### config.mk
export PLATFORM = sky130hd
export DESIGN_NAME = score_counter
export DESIGN_NICKNAME = d
export VERILOG_FILES = /design/src/rtl/score_counter.sv
export SDC_FILE = /design/constraint.sdc
export NUM_CORES = 1
export LEC_CHECK = 0
export ABC_AREA = 1
export CORE_MARGIN = 8
export CORE_UTILIZATION = 30
export CTS_CLUSTER_DIAMETER = 200
export CTS_CLUSTER_SIZE = 40
export DETAILED_ROUTE_END_ITERATION = 7
export SETUP_SLACK_MARGIN = 0.15
export SLEW_MARGIN = 30
export SYNTH_ARGS = -nofsm -noshare
export SYNTH_HDL_FRONTEND = slang
export SYNTH_SLANG_ARGS = --single-unit
### constraint.sdc
create_clock -name clk -period 2 [get_ports clk]
set_clock_uncertainty 0.15 [all_clocks]
set_input_delay 0.4 -clock clk [delete_from_list [all_inputs] [get_ports clk]]
set_output_delay 0.4 -clock clk [all_outputs]
set_load 0.005 [all_outputs]
### src/rtl/score_counter.sv
// Score counter: edge-detects the asynchronous score tick and accumulates a packed-BCD score,
// with game start/stop tracking. Define SCORE_HISCORE_EN to build the high-score compare/commit.

module bcd_digit_inc (
  input  logic [3:0] d,
  input  logic       cin,
  output logic [3:0] q,
  output logic       cout
);
  always_comb begin
    q    = d;
    cout = 1'b0;
    if (cin) begin
      if (d == 4'd9) begin
        q    = 4'd0;
        cout = 1'b1;
      end else begin
        q = d + 4'd1;
      end
    end
  end
endmodule

module score_counter #(
  parameter int DIGITS          = 5,
  parameter int SYNC_STAGES     = 2,
  parameter int MILESTONE_DIGIT = 2
) (
  input  logic                clk,
  input  logic                rst_n,
  input  logic                gameon,
  input  logic                score_tick,
  output logic [4*DIGITS-1:0] score_bcd,
  output logic [4*DIGITS-1:0] hiscore_bcd,
  output logic                milestone,
  output logic                saturated,
  output logic                new_hiscore,
  output logic [1:0]          state
);
  localparam logic [1:0] IDLE = 2'd0;
  localparam logic [1:0] RUN  = 2'd1;
  localparam logic [1:0] OVER = 2'd2;

  logic [SYNC_STAGES-1:0] sync_ff;
  logic                   sync_prev;
  logic                   tick_q;
  logic                   gameon_q;
  logic                   tick_rise, go_rise, go_fall, inc_en;
  logic [DIGITS:0]        carry;
  logic [4*DIGITS-1:0]    score_inc;

  assign tick_rise = sync_ff[SYNC_STAGES-1] & ~sync_prev;
  assign go_rise   = gameon & ~gameon_q;
  assign go_fall   = ~gameon & gameon_q;

  // Edge pulse is registered once more so an update lands SYNC_STAGES+1 clocks after sampling.
  always_ff @(posedge clk or negedge rst_n) begin
    if (!rst_n) begin
      sync_ff   <= '0;
      sync_prev <= 1'b0;
      tick_q    <= 1'b0;
      gameon_q  <= 1'b0;
    end else begin
      for (int i = SYNC_STAGES - 1; i > 0; i--) sync_ff[i] <= sync_ff[i-1];
      sync_ff[0] <= score_tick;
      sync_prev  <= sync_ff[SYNC_STAGES-1];
      tick_q     <= tick_rise;
      gameon_q   <= gameon;
    end
  end

  // Ripple +1 through the digits; a carry out of the top digit means every digit is 9.
  assign carry[0] = 1'b1;
  for (genvar g = 0; g < DIGITS; g++) begin : g_dig
    bcd_digit_inc u_inc (
      .d    (score_bcd[4*g +: 4]),
      .cin  (carry[g]),
      .q    (score_inc[4*g +: 4]),
      .cout (carry[g+1])
    );
  end
  assign saturated = carry[DIGITS];

  assign inc_en = (state == RUN) & tick_q & ~go_rise & ~go_fall & ~saturated;

  always_ff @(posedge clk or negedge rst_n) begin
    if (!rst_n) begin
      state     <= IDLE;
      score_bcd <= '0;
      milestone <= 1'b0;
    end else begin
      milestone <= 1'b0;
      case (state)
        IDLE, OVER: if (go_rise) begin
          state     <= RUN;
          score_bcd <= '0;
        end
        RUN: if (go_fall) begin
          state <= OVER;
        end else if (inc_en) begin
          score_bcd <= score_inc;
          milestone <= (score_inc[4*MILESTONE_DIGIT-1:0] == '0);
        end
        default: state <= IDLE;
      endcase
    end
  end

`ifdef SCORE_HISCORE_EN
  logic commit;
  assign commit = (state == RUN) & go_fall;

  // Packed BCD with valid digits orders identically to its unsigned binary value,
  // so the digit-wise MSB-first magnitude compare is a plain vector compare.
  always_ff @(posedge clk or negedge rst_n) begin
    if (!rst_n) begin
      hiscore_bcd <= '0;
      new_hiscore <= 1'b0;
    end else begin
      new_hiscore <= 1'b0;
      if (commit && (score_bcd > hiscore_bcd)) begin
        hiscore_bcd <= score_bcd;
        new_hiscore <= 1'b1;
      end
    end
  end
`else
  assign hiscore_bcd = '0;
  assign new_hiscore = 1'b0;
`endif

endmodule

==> run_results.csv <==
group,metric,value,unit
outcome,status,"completed",
cts,cts_tree,"yes",
power_and_ir_drop,switchingPower,0.849,mW
setup_path,reg2reg_depth,13,
cts,clock_latency,0.27,ns
place,dp_cells,365,
route,dr_wl_met2,2110,um
route,wl_per_cell,11.2,um
power_and_ir_drop,cell_internal_pwr,1.31,mW
cells_and_area,fillers,616,
cts,clock-root-buffer,"clkbuf_8",
route,viasPerCell,4.23,
global_routing,grt_pass1_wl,7070,um
place,dp_hpwl,3250,um
synth,syn_inst,237,
power_and_ir_drop,clkPwrFrac,14.2,%
synth,yosys-top-cells-count,"nand2_1 (74), dfrtp_1 (28), nor2_1 (25)",
place,placed_area,0.00235,mm^2
power_and_ir_drop,leakage,1.51,nW
sta,setup_tns,0,ns
cts,htree_levels,1,
place,gp_congestion,0.847,
job,drv_cap,0,
route,drtIter0Drc,49,
route,drc,0,
synth,yosys_warnings,0,
synth,synth-edff-count,0,
synth,synth_most_common_cell,"nand2_1",
synth,synth-main-ff-cell,"dfrtp_1",
cts,clk_path_buf_depth,2,
die,core,0.00596,mm^2
place,dp_slack,-0.0608,ns
power_and_ir_drop,powerDensity,828,mW/mm^2
route,vias,1600,
global_routing,grt_usage,9.61,%
synth,ys_async_sr_fraction,100,%
global_routing,overflow,0,
sta,setup_slack,0.0609,ns
cells_and_area,fin_nets,315,
worst_hold_path,hp-class,"reg2reg",
die,die_width,94.8,um
route,ant_nets,0,
synth,synth_area_per_cell,7.86,um^2
place,io_buffer_count,27,
route,dr_wl_met3,273,um
die,rows,28,
synth,synth-seq-cells,28,
synth,ys_seq_area_share,37.6,%
synth,synthDistinctLibCells,24,
cts,hold_buffers,0,
sta,period_minus_slack,1.94,ns
worst_hold_path,hold_depth,0,
power_and_ir_drop,irDropWorstVdd,0.511,mV
die,die_h,94.8,um
setup_path,required,1.45,ns
sta,slew_violations,0,
cts,cts_buffers,3,
synth,synth_top_area_share,37.6,%
synth,synth.largest_area_cell,"dfrtp_1",
synth,netlist_area,0.00186,mm^2
global_routing,antenna_found_initial,0,
setup_path,critPathKind,"reg2out",
cells_and_area,antenna-diode-count,0,
setup_path,start_kind,"flip-flop",
global_routing,grt_pass1_vias,1540,
synth,synth.area.top_cells,"dfrtp_1 (38%), nand2_1 (15%), buf_4 (8.5%)",
sta,min_period_over_period,97.0,%
power_and_ir_drop,p_total,2.16,mW
setup_path,cp-end-kind,"output port",
cells_and_area,post-route-util,43.8,%
power_and_ir_drop,swShare,39.3,%
global_routing,grt_max_degree,29,
cells_and_area,layoutNonFillerInstCount,378,
setup_path,reg2reg_slack,0.16,ns
sta,finalSetupViolations,0,
power_and_ir_drop,combPwrFrac,53.5,%
die,ioPinCount,49,
setup_path,arrival,1.39,ns
sta,fmax,516,MHz
setup_path,crit_fanout,2,
sta,worst_hold_slack,0.205,ns
sta,hold_viol,0,
power_and_ir_drop,pwr-share-seq,32.3,%
route,routed_wl,4250,um
cells_and_area,fin_area,0.00261,mm^2
die,die-area,0.00898,mm^2
die,initial_core_util,31.3,%
cells_and_area,drive_above_1_share,28.7,%
cts,clock_sinks,28,
route,first_pass_iters,4,
cts,path_clk_slew,0.09,ns
sta,grt_setup_unrepaired,"true",
route,wl_met1,1850,um
cells_and_area,syn2layout_area_growth,40.0,%
route,top_layer,"met4",
-- power by group through the flow --
stage               clock [mW]  combinational [mW]  sequential, mW
finish                   0.306                1.15           0.698
global route             0.339                1.28           0.706
CTS                      0.318                1.06           0.699
detailed placement           0                1.01           0.708
global placement             0               0.997           0.705
floorplan                    0               0.533           0.755
-- per-layer routing --
metal	vias to the layer above	global-route usage, %
met2	31	16.7
met1	741	11.7
li1	826	-
met4	0	1.30
met3	2	2.86
met5	-	0
-- logic make-up after synthesis --
| logic type | Yosys count | synth area share [%] |
|---|---|---|
| flops | 28 | 37.6 |
| xor+xnor | 6 | 2.82 |
| buf+inv | 44 | 13.6 |
| simple gates | 145 | 39.9 |
| compound gates | 7 | 1.88 |
| other cells | 1 | 0.201 |
| fa+ha+maj | 6 | 4.03 |
-- final cells by class --
type	count	area [um^2]	share of cell area, %
inverter	22	87.6	3.36
clock buffer	3	41.3	1.58
tap	75	93.8	3.60
timing repair buffer	64	618	23.7
sequential	28	702	26.9
multi-input combinational	186	1060	40.8
-- what timing repair did --
action                     4_1_cts  5_1_grt
pin swaps                        4        5
setup buffers                    1        8
gates resized for setup         14       30
hold endpoints to repair         0        0
setup endpoints to repair       11       36
cloned                           1        0
-- worst paths after layout --
path | startpoint | end
worst max-delay path | score_bcd[13] | saturated
worst min-delay path | sync_ff[0] | sync_ff[1]
worst max register to register | score_bcd[13] | score_bcd[14]
worst min register to register | sync_ff[0] | sync_ff[1]
max in group asynchronous | rst_n | state[1]
min in group asynchronous | rst_n | score_bcd[5]
-- cells in the final DEF (no fill, tap or decap), drive strengths merged, types with 6 or more instances in the layout --
master          n
clkdlybuf4s50  11
conb           21
ha              6
nor2           33
dfrtp          28
nand3          27
buf            38
dlymetal6s2s   13
inv            20
o21ai           6
nand2          84
-- worst max-delay path: stages, from the launching register on --
cell	delay (ns)
dfrtp_1	0.39
inv_1	0.06
ha_1	0.12
nand2_1	0.06
nor2_2	0.10
nand2_1	0.07
nor2_1	0.11
nand2_2	0.07
inv_2	0.06
buf_6	0.08
-- state kept, by name (all words and copies together) (netlist names) --
signal	flops
milestone	1
state	2
score_bcd	20
sync_ff	2
gameon_q	1
sync_prev	1
tick_q	1
Note: power is estimated with default switching activity, not from simulation.
